## src/rtl/catch_arbiter.sv

```systemverilog
// Hook catch arbiter: grants one sprite object per hook extension, sets pull speed, awards score.
// Optional dynamite support (drop a held object) is enabled by defining CATCH_EXPLODE_EN.
module catch_arbiter #(
    parameter int N_OBJ      = 8,
    parameter int VAL_W      = 8,
    parameter int SCORE_W    = 16,
    parameter int INIT_BOMBS = 3
) (
    input  logic                   Clk,
    input  logic                   reset,
    input  logic                   new_game,
    input  logic [2:0]             hook_state,
    input  logic [N_OBJ-1:0]       obj_hit,
    input  logic [N_OBJ*VAL_W-1:0] obj_value,
    input  logic [N_OBJ*2-1:0]     obj_weight,
    input  logic                   explode_req,
    output logic [N_OBJ-1:0]       grant,
    output logic                   catch_valid,
    output logic [2:0]             pull_speed,
    output logic [N_OBJ-1:0]       obj_alive,
    output logic [SCORE_W-1:0]     score,
    output logic                   score_pulse,
    output logic [3:0]             bombs,
    output logic                   explode_ack
);

    localparam int IDX_W = (N_OBJ > 1) ? $clog2(N_OBJ) : 1;

    localparam logic [2:0] HS_SWING   = 3'd0;
    localparam logic [2:0] HS_EXTEND  = 3'd1;
    localparam logic [2:0] SPEED_REST = 3'd6;
    localparam logic [3:0] BOMBS_INIT = 4'(INIT_BOMBS);

    typedef enum logic [1:0] {
        S_IDLE,
        S_ARMED,
        S_HOLD,
        S_AWARD
    } state_t;

    state_t               state_q, state_d;
    logic [IDX_W-1:0]     idx_q, idx_d;
    logic [N_OBJ-1:0]     grant_q, grant_d;
    logic                 valid_q, valid_d;
    logic [2:0]           speed_q, speed_d;
    logic [N_OBJ-1:0]     alive_q, alive_d;
    logic [SCORE_W-1:0]   score_q, score_d;
    logic                 pulse_q, pulse_d;
    logic [3:0]           bombs_q, bombs_d;
    logic                 ack_q, ack_d;

    logic [N_OBJ-1:0]     eligible;
    logic                 hit_found;
    logic [IDX_W-1:0]     hit_idx;
    logic [VAL_W-1:0]     held_val;
    logic [SCORE_W:0]     score_sum;

    function automatic logic [2:0] speed_of(input logic [1:0] w);
        case (w)
            2'd0:    speed_of = 3'd6;
            2'd1:    speed_of = 3'd4;
            2'd2:    speed_of = 3'd2;
            default: speed_of = 3'd1;
        endcase
    endfunction

    assign eligible = obj_hit & alive_q;

    // Fixed priority: scan downward so the lowest set index is the last write.
    always_comb begin
        hit_found = 1'b0;
        hit_idx   = '0;
        for (int i = N_OBJ - 1; i >= 0; i--) begin
            if (eligible[i]) begin
                hit_found = 1'b1;
                hit_idx   = IDX_W'(i);
            end
        end
    end

    assign held_val  = obj_value[idx_q*VAL_W +: VAL_W];
    assign score_sum = {1'b0, score_q} + {{(SCORE_W + 1 - VAL_W){1'b0}}, held_val};

    always_comb begin
        state_d = state_q;
        idx_d   = idx_q;
        grant_d = grant_q;
        valid_d = valid_q;
        speed_d = speed_q;
        alive_d = alive_q;
        score_d = score_q;
        pulse_d = 1'b0;
        bombs_d = bombs_q;
        ack_d   = 1'b0;

        case (state_q)
            S_IDLE: begin
                if (hook_state == HS_EXTEND)
                    state_d = S_ARMED;
            end
            S_ARMED: begin
                // A hit sampled together with SWING still wins the catch.
                if (hit_found) begin
                    state_d          = S_HOLD;
                    idx_d            = hit_idx;
                    grant_d          = '0;
                    grant_d[hit_idx] = 1'b1;
                    valid_d          = 1'b1;
                    speed_d          = speed_of(obj_weight[hit_idx*2 +: 2]);
                end else if (hook_state == HS_SWING) begin
                    state_d = S_IDLE;
                end
            end
            S_HOLD: begin
`ifdef CATCH_EXPLODE_EN
                if (explode_req && bombs_q != 4'd0) begin
                    state_d        = S_IDLE;
                    bombs_d        = bombs_q - 4'd1;
                    ack_d          = 1'b1;
                    alive_d[idx_q] = 1'b0;
                    grant_d        = '0;
                    valid_d        = 1'b0;
                    speed_d        = SPEED_REST;
                end else
`endif
                if (hook_state == HS_SWING) begin
                    state_d        = S_AWARD;
                    score_d        = score_sum[SCORE_W] ? {SCORE_W{1'b1}} : score_sum[SCORE_W-1:0];
                    pulse_d        = 1'b1;
                    alive_d[idx_q] = 1'b0;
                    grant_d        = '0;
                    valid_d        = 1'b0;
                    speed_d        = SPEED_REST;
                end
            end
            S_AWARD: begin
                state_d = S_IDLE;
            end
            default: begin
                state_d = S_IDLE;
            end
        endcase

        if (new_game) begin
            state_d = S_IDLE;
            idx_d   = '0;
            grant_d = '0;
            valid_d = 1'b0;
            speed_d = SPEED_REST;
            alive_d = '1;
            score_d = '0;
            pulse_d = 1'b0;
            bombs_d = BOMBS_INIT;
            ack_d   = 1'b0;
        end
    end

    always_ff @(posedge Clk or posedge reset) begin
        if (reset) begin
            state_q <= S_IDLE;
            idx_q   <= '0;
            grant_q <= '0;
            valid_q <= 1'b0;
            speed_q <= SPEED_REST;
            alive_q <= '1;
            score_q <= '0;
            pulse_q <= 1'b0;
            bombs_q <= BOMBS_INIT;
            ack_q   <= 1'b0;
        end else begin
            state_q <= state_d;
            idx_q   <= idx_d;
            grant_q <= grant_d;
            valid_q <= valid_d;
            speed_q <= speed_d;
            alive_q <= alive_d;
            score_q <= score_d;
            pulse_q <= pulse_d;
            bombs_q <= bombs_d;
            ack_q   <= ack_d;
        end
    end

`ifndef CATCH_EXPLODE_EN
    logic unused_explode;
    assign unused_explode = explode_req;
`endif

    assign grant       = grant_q;
    assign catch_valid = valid_q;
    assign pull_speed  = speed_q;
    assign obj_alive   = alive_q;
    assign score       = score_q;
    assign score_pulse = pulse_q;
    assign bombs       = bombs_q;
    assign explode_ack = ack_q;

endmodule
```

## config.mk

```make
export PLATFORM = sky130hd
export DESIGN_NAME = catch_arbiter
export DESIGN_NICKNAME = d
export VERILOG_FILES = /design/src/rtl/catch_arbiter.sv
export SDC_FILE = /design/constraint.sdc
export NUM_CORES = 1
export LEC_CHECK = 0
export ABC_AREA = 0
export BUFFER_PORTS_ARGS = -buffer_cell sky130_fd_sc_hd__buf_2
export CORE_MARGIN = 2
export CORE_UTILIZATION = 30
export DETAILED_ROUTE_END_ITERATION = 6
export GPL_TIMING_DRIVEN = 0
export MAX_ROUTING_LAYER = met4
export PLACE_DENSITY_LB_ADDON = 0.12
export SETUP_SLACK_MARGIN = 0.2
export SLEW_MARGIN = 20
export SYNTH_ARGS = -nofsm -noshare
export SYNTH_HDL_FRONTEND = slang
export SYNTH_SLANG_ARGS = --single-unit
```

## constraint.sdc

```tcl
create_clock -name Clk -period 3.3 [get_ports Clk]
set_clock_uncertainty 0.05 [all_clocks]
set_input_delay 0 -clock Clk [delete_from_list [all_inputs] [get_ports Clk]]
set_output_delay 0 -clock Clk [all_outputs]
set_load 0.03 [all_outputs]
```

; Word-level counts from Yosys, hierarchy flattened
; Cells that the tools add are included.
[totals]
elab_cells = 94
regBits = 42
inputBits = 95
out_inout_bits = 42
[classes]
shifts = 2
addsub = 1
bitwise = 3
eq_ne = 10
muxes = 52
order_cmp = 4
n_reduce_logical = 14
[op_table]
columns = op, count
row1 = $mux W16, 4
row2 = $shiftx A64 B7 Y8, 1
row3 = $mux W8, 6
row4 = $mux W3, 14
row5 = $add A16 B8 Y17, 1
row6 = $and A8 B8 Y8, 2
row7 = $mux W1, 16
row8 = $pmux W8 S2, 1
row9 = $shiftx A16 B5 Y2, 1
row10 = $mux W2, 5
row11 = $ne A3 B3 Y1 const B, 3
row12 = $pmux W3 S3, 1
row13 = $lt A3 B4 Y1 const B, 2
row14 = $not A8 Y8, 1
row15 = $pmux W2 S4, 1
row16 = $reduce_bool A2 Y1, 4
row17 = $demux W1 S3, 2
row18 = $eq A2 B2 Y1 const B, 3
row19 = $ge A3 B1 Y1 const B, 2
row20 = $pmux W3 S2, 1
row21 = $reduce_and A3 Y1, 2
row22 = $eq A2 B1 Y1 const B, 2
row23 = $logic_not A2 Y1, 2
row24 = $ne A4 B4 Y1 const B, 1
row25 = other kinds (6), 8

; Depth between registers and ports, before layout
; Gate-level depths: netlist of the first run.
[logic_depth]
word_depth = 16
mapped_depth = 15
depth_no_buf = 12

; Worst setup path after synthesis of the first run
; No wires, ideal clock.
[synth_timing]
kind = register to register
start = reg idx_q[0]
end = reg score_q[13], in the netlist score[13]
path_stages_with_launch = 13
period_less_slack_ps = 3104
setup_ps = 134
required_ps = 3116
setup_slack_ps = 196
arrival_ps = 2920
n_path_buf = 3
cell_sequence = dfrtp_1 -> buf_2 -> buf_1 -> clkbuf_1 -> o221ai_1 -> ha_1 -> fa_1 -> a211oi_1 -> o21a_1 -> o21ai_2 -> and3_4 -> and4b_1 -> nor3_2
[synth_via]
elab_chain_len = 6
[synth_rtl]
columns = element, line_no
row1 = from (decl), 42  ; logic [IDX_W-1:0] idx_q, idx_d;
row2 = from (signal assigned), 172  ; idx_q <= idx_d;
row3 = $shiftx A64 B7 Y8, 81  ; assign held_val = obj_value[idx_q*VAL_W +: VAL_W];
row4 = $add A16 B8 Y17, 82  ; assign score_sum = {1'b0, score_q} + {{(SCORE_W + 1 - VAL_W){1'b0}}, held_val};
row5 = $mux W16, 128  ; score_d = score_sum[SCORE_W] ? {SCORE_W{1'b1}} : score_sum[SCORE_W-1:0];
row6 = $mux W16, 126  ; if (hook_state == HS_SWING) begin
row7 = $mux W16, 96  ; case (state_q)
row8 = $mux W16, 144  ; if (new_game) begin
row9 = to (signal assigned), 177  ; score_q <= score_d;
row10 = to (decl), 47  ; logic [SCORE_W-1:0] score_q, score_d;
; No other way between the ends. The select of a mux whose other input is x is not followed.
; A chain may end at the register's enable or synchronous reset.

; Worst setup path after layout of the first run
[layout_timing]
start = reg idx_q[2]
end = reg score_q[4], in the netlist score[4]
; Same word-level chain as after synthesis.

==> impl_results.md, run 1 <==
- Critical Setup Path Class: flop to flop
- Min-delay src: new_game
- Clock root buffer: clkbuf_8
- Worst Hold Depth: 2
- Largest net degree at the start of global routing: 23
- Setup TNS: 0 ns
- Clock Path Buffers: 2
- TritonCTS Buffers: 5
- Final Hold Fails: 0
- Via count: 3137
- Pre-Repair DR Iteration Count: 4
- Die width: between 100 and 150 um
- # diodes: 0
- Final setup margin: about 0.3 ns
- Power density over the cells: between 200 and 300 nW/um^2
- Flop2flop setup slack: about 0.29 ns
- Area delta synth->final: 39.1%
- Slew Limit Fails: 0
- VDD IR max: around 150 uV
- Pre-CTS WS: -0.380 ns
- Worst path bufs/invs: 2
- CTS tree: built
- Worst skew pair latency: roughly 0.30 ns
- Sequential element share of the synthesized area: between 30 and 40%
- Slowest stage cell, crit path: dfrtp_2
- Async set-reset flop share out of synthesis: 100%
- Final period utilization: between 90 and 100%
- Predominant post-synthesis flop cell: dfrtp_1
- GP Congestion: roughly 0.85
- Synth Warn #: 0
- Die ar.: 11200 sq um
- Most common cell after layout, fill and taps aside: buf_2
- Worst-path maximum fanout: 8
- Post-placement cell count: 594
- Post-synthesis cell type count: 66
- Port bufs: 129
- Post-synth EDFFs: 0
- Top post-synthesis cells by area: dfrtp_1, dfstp_2, mux4_2, a21oi_1, nand2_1
- Fmax: 0.333 GHz
- Worst path cell trace: buf_4, mux2_2, a22o_1, a221o_1, ha_4, o21ai_1, o21a_1, o21ai_4, and3_4, nor2_4, buf_12, a211oi_1
- Final cell utilization of the core: 42.5%
- Post-synth top area cell: dfrtp_1
- Fillers: around 1000
- Worst r2r src: idx_q[2]$_DFFE_PP0P_
- Share of cells above drive strength 1: between 50% and 60%
- Fin area: around 4300 sq um
- CP endpoint kind: flop
- Gr ovfl total: 0
- Clock sinks: 42
- CP Launch Type: flop
- Vias per inst: 5.13
- Count of standard-cell rows: 37
- Worst Tran Pin Value: 0.696 ns
- # IOs: approximately 140
- Layout Cells excl Fill: 612
- Placed cell areas: ~4000 sq um
- DR WL/cell: ~16 um
- Detail Placement HPWL: 7690 um
- LEAKAGE: slightly below 2 nW
- Normalized max-slew margin: 53.6%
- RSZ-0062 raised after global routing: true
- Outcome: complete, no violations
- Max Cap Viol: 0
- Initial antenna violation count: 0
- Class of the worst hold path: primary input to flop
- Max H-tree Level: 2
- Global Route Usage Sum: 18.2%
- # DRC: 0
- FF-to-FF path depth: 12
- Post-Syn Area per Cell: roughly 9.6 sq um
- Critical path arrival: 3.16 ns
- Iter 0 DRT Violations: 150
- Gate Count Post-Synth: 325
- First-pass GRT wire length: 15800 um
- Critical Path RT: about 3.5 ns
- Slowest stage delay, CP: approximately 0.45 ns
- Clock-pin slew on the worst setup and hold paths: around 0.090 ns
- Most frequent cells in the layout: buf_2, dfrtp_1, nand2_1
- Final Setup Violations: 0
- Starting Density: 30.5%
- Final #Nets: around 580
- Capturing point of the worst reg2reg path: score[4]$_DFFE_PP0P_
- CP Depth: 12
- Largest delay share family, worst path: compound AO/OA/AOI/OAI gates
- Drt total wl: 9950 um
- DRT antenna net count: 0
- Core footprint: slightly above 10000 sq um
- Tmin final: around 3.0 ns
- Vias in the first global route: around 3100
- Die Y: 106 um
- Area of the mapped netlist: 3110 sq um
- Yosys reg bits: 42
- Hold slack: roughly 0.059 ns
- PnR Total Power: about 1.2 mW
- Synth top area share: 25.7%
- Hold Path End: score[15]$_DFFE_PP0P_
-- repair_timing --
item | in CTS | in global routing
buffers inserted | 6 | 3
resized for setup | 24 | 25
pin swaps | 6 | 13
endpoints found under the hold margin | 20 | 0
hold buffers | 1 | 0
gates cloned | 0 | 0
endpoints found under the setup margin | 16 | 16
-- cell type report --
cell class	count	area (sq um)	area share (%)
clock inverter	3	21.3	0.492
multi-input combinational	257	2050	47.4
clock buffer	5	68.8	1.59
timing repair buffer	140	759	17.6
tap	136	170	3.93
buffer	21	161	3.73
inverter	8	30.0	0.694
sequential	42	1060	24.6
-- kinds of logic after synthesis --
| family | after synthesis | share of synthesized area, % |
|---|---|---|
| compound gates | 115 | 28.1 |
| flops | 42 | 34.2 |
| fa+ha+maj | 9 | 3.86 |
| mux | 17 | 8.17 |
| buf+inv | 29 | 4.59 |
| simple gates | 105 | 19.2 |
| other cells | 2 | 0.241 |
| xor+xnor | 6 | 1.69 |
-- routing by layer --
metal	track usage (%)	share of wire [%]	wire, um	vias to the layer above
met5	-	0	0	-
met4	4.42	1.1	106	0
met3	3.15	5.1	504	11
met2	29.9	48	4750	83
met1	23.3	46	4590	1507
li1	-	-	-	1536
-- state kept, by name, summed over array words and instances, names as in the netlist --
signal	cells
grant	8
idx_q	3
score_pulse	1
obj_alive	8
score	16
pull_speed	3
catch_valid	1
state_q	2
-- report_power, final --
| part | total (mW) | leakage (nW) | internal, mW | switching (mW) |
|---|---|---|---|---|
| sequential | 0.534 | 0.548 | 0.526 | 0.00818 |
| combinational | 0.332 | 1.34 | 0.154 | 0.178 |
| clock | 0.346 | 0.0441 | 0.149 | 0.197 |
-- worst reg2reg max path, stage by stage (launching register included) --
cell	delay, ns
dfrtp_2	0.45
buf_4	0.14
mux2_2	0.32
a22o_1	0.18
a221o_1	0.37
ha_4	0.31
o21ai_1	0.06
o21a_1	0.21
o21ai_4	0.18
and3_4	0.25
nor2_4	0.05
buf_12	0.14
a211oi_1	0.20
-- how the worst max path moves through the flow --
stage	startpoint	endpoint	slack, ns
2_1_floorplan	idx_q[1]$_DFFE_PP0P_	score[13]$_DFFE_PP0P_	0.22
3_3_place_gp	idx_q[1]$_DFFE_PP0P_	score[1]$_DFFE_PP0P_	-0.33
3_5_place_dp	idx_q[1]$_DFFE_PP0P_	score[3]$_DFFE_PP0P_	-0.38
4_1_cts	idx_q[0]$_DFFE_PP0P_	score[5]$_DFFE_PP0P_	0.22
5_1_grt	idx_q[1]$_DFFE_PP0P_	score[4]$_DFFE_PP0P_	0.20
6_report	idx_q[2]$_DFFE_PP0P_	score[4]$_DFFE_PP0P_	0.29
-- Yosys cell counts, types with 6 or more instances --
cell type,n
buf_2,6
dfrtp_1,32
a22o_1,11
a31oi_1,7
clkbuf_1,7
nor3_1,7
nor2_1,25
nand3_1,10
a211oi_1,13
a21oi_1,22
a22oi_1,10
o21ai_0,6
ha_1,8
a32o_1,6
nand2_1,27
inv_1,8
mux2_2,7
mux4_2,6
a21o_1,10
dfstp_2,10
No activity file was read; power rests on OpenSTA's default activity.
==> inputs of run 2 (changes only) <==
Settings changed: ABC_CLOCK_PERIOD_IN_PS from default to 3300, CORE_MARGIN 2 to default, CTS_BUF_LIST from default to sky130_fd_sc_hd__clkbuf_8.
==> run 2 against run 1 <==
  * Cell area increased by 0.17%
  * Via count increased by 1.9%
  * Total power increased by 0.72%
  * Final cell count decreased by 0.16%
  * Critical path depth decreased by 1
  * Global-route usage increased by 0.44 points
  * Clock power increased by 2%
  * Setup slack got worse by 0.0041 ns
==> impl_results.md, run 2 (synthesized netlist as in run 1, its figures left out) <==
- Outcome: complete, no violations
- Global Route Usage Sum: 18.6% (+0.44 points)
- Fin area: 4330 sq um (+0.17%)
- Starting Density: 31.4% (+0.85 points)
- # DRC: 0 (unchanged)
- Largest net degree at the start of global routing: 26 (+13%)
- Clock Path Buffers: 2 (unchanged)
- Hold slack: 0.0497 ns (-0.00915 ns)
- Slew Limit Fails: 0 (unchanged)
- Via count: 3196 (+1.9%)
- Iter 0 DRT Violations: 157 (+4.7%)
- Critical Setup Path Class: flop to flop
- Pre-Repair DR Iteration Count: 5 (+1)
- Worst skew pair latency: 0.30 ns (about the same)
- Vias in the first global route: 3140 (+0.42%)
- Normalized max-slew margin: 55.1% (+1.5 points)
- VDD IR max: 192 uV (+32%)
- Max Cap Viol: 0 (unchanged)
- Layout Cells excl Fill: 611 (-0.16%)
- Final Hold Fails: 0 (unchanged)
- DRT antenna net count: 0 (unchanged)
- Power density over the cells: 282 nW/um^2 (+0.54%)
- Flop2flop setup slack: 0.29 ns (about the same)
- Most common cell after layout, fill and taps aside: buf_2
- Core footprint: 9910 sq um (-2.7%)
- Initial antenna violation count: 0 (unchanged)
- Critical Path RT: 3.40 ns (-0.06 ns)
- Die ar.: 10800 sq um (-3.7%)
- Final #Nets: 581 (+0.35%)
- Max reg flops: 16 (unchanged)
- Clock-pin slew on the worst setup and hold paths: 0.09 ns (about the same)
- DR WL/cell: 16.1 um (-0.95%)
- Critical path arrival: 3.11 ns (-0.05 ns)
- GP Congestion: 0.813 (-4.4%)
- First-pass GRT wire length: 15800 um (+0.17%)
- Most frequent cells in the layout: buf_2, dfrtp_1, nand2_1
- Clock sinks: 42 (unchanged)
- Worst r2r src: idx_q[0]$_DFFE_PP0P_
- Die width: 104 um (-1.9%)
- Clock root buffer: clkbuf_8
- LEAKAGE: 1.94 nW (+0.20%)
- # IOs: 137 (unchanged)
- Worst path cell trace: buf_2, mux4_2, mux2_2, fa_2, a211oi_2, o21a_1, o21ai_4, and3_4, nor2_4, buf_12, a211oi_1
- # diodes: 0 (unchanged)
- CP Launch Type: flop
- Vias per inst: 5.23 (+2.0%)
- Final period utilization: 91.2% (+0.12 points)
- Drt total wl: 9840 um (-1.1%)
- Slowest stage cell, crit path: mux4_2
- Tmin final: 3.01 ns (+0.00407 ns)
- Fmax: 0.332 GHz (-0.13%)
- Die Y: 104 um (-1.9%)
- Critical Path Source: idx_q[0]$_DFFE_PP0P_
- Fillers: 1037 (-1.0%)
- CTS tree: built
- Area delta synth->final: 39.3%
- Slowest stage delay, CP: 0.52 ns (+0.07 ns)
- CP endpoint kind: flop
- Placed cell areas: 3960 sq um (about the same)
- Worst Tran Pin Value: 0.673 ns (-0.0227 ns)
- Port bufs: 129 (unchanged)
- Worst-path maximum fanout: 8 (unchanged)
- Share of cells above drive strength 1: 50.4% (about the same)
- Gr ovfl total: 0 (unchanged)
- TritonCTS Buffers: 5 (unchanged)
- Final Setup Violations: 0 (unchanged)
- Count of standard-cell rows: 36 (-2.7%)
- Detail Placement HPWL: 7440 um (-3.2%)
- RSZ-0062 raised after global routing: true
- Post-placement cell count: 591 (-0.51%)
- Min-delay src: new_game
- Max H-tree Level: 2 (unchanged)
- Class of the worst hold path: primary input to flop
## run 2: final cells by class
cell class,count,area [sq um],area share (%)
Tap cell,133,166,3.84
Inverter,8,30.0,0.693
Sequential cell,42,1060,24.6
Clock buffer,5,68.8,1.59
Multi-Input combinational cell,257,2050,47.3
Timing Repair Buffer,142,774,17.9
Clock inverter,3,25.0,0.578
Buffer,21,153,3.52
## run 2: what timing repair did
item | 4_1_cts | 5_1_grt
buffers inserted | 6 | 5
pin swaps | 5 | 13
endpoints found under the hold margin | 34 | 0
setup endpoints to repair | 16 | 16
hold buffers | 1 | 0
gates resized for setup | 19 | 26
## run 2: worst paths after layout
| check | end | cells past startpoint |
|---|---|---|
| worst max-delay path | score[3]$_DFFE_PP0P_ | 11 |
| worst min-delay path | score[15]$_DFFE_PP0P_ | 2 |
| worst max register to register | score[3]$_DFFE_PP0P_ | 11 |
| worst min register to register | pull_speed[2]$_DFFE_PP1P_ | 2 |
| max in group asynchronous | obj_alive[6]$_DFFE_PP1P_ | 4 |
| min in group asynchronous | score[12]$_DFFE_PP0P_ | 3 |
## run 2: layer usage
metal / wire length, um / track usage [%] / vias to the layer above
li1: - / - / 1530
met1: 4480 / 24.1 / 1555
met2: 4770 / 30.0 / 102
met3: 495 / 3.46 / 9
met4: 92 / 4.39 / 0
met5: 0 / - / -
## run 2: critical path, delay by kind of cell (launching register included)
family / cells / cell delay (ns)
compound gates: 4 / 0.59
fa+ha+maj: 1 / 0.39
buf+inv: 2 / 0.35
flops: 1 / 0.32
mux: 2 / 0.85
simple gates: 2 / 0.33
## run 2: power breakdown
| part | switching, mW | total (mW) | internal, mW |
|---|---|---|---|
| registers | 0.00778 | 0.533 | 0.526 |
| clock network | 0.200 | 0.353 | 0.153 |
| logic | 0.178 | 0.334 | 0.156 |
## run 2: stage by stage
stage | setup WS [ns] | power [mW] | setup TNS, ns | util (%)
global placement | -0.388 | 0.844 | -4.60 | 39.7
detailed placement | -0.378 | 0.849 | -4.31 | 39.9
floorplan | 0.218 | 0.737 | 0 | -
finish | 0.290 | 1.22 | 0 | 43.7
global route | 0.175 | 1.30 | 0 | 43.7
CTS | 0.204 | 1.22 | 0 | 42.2
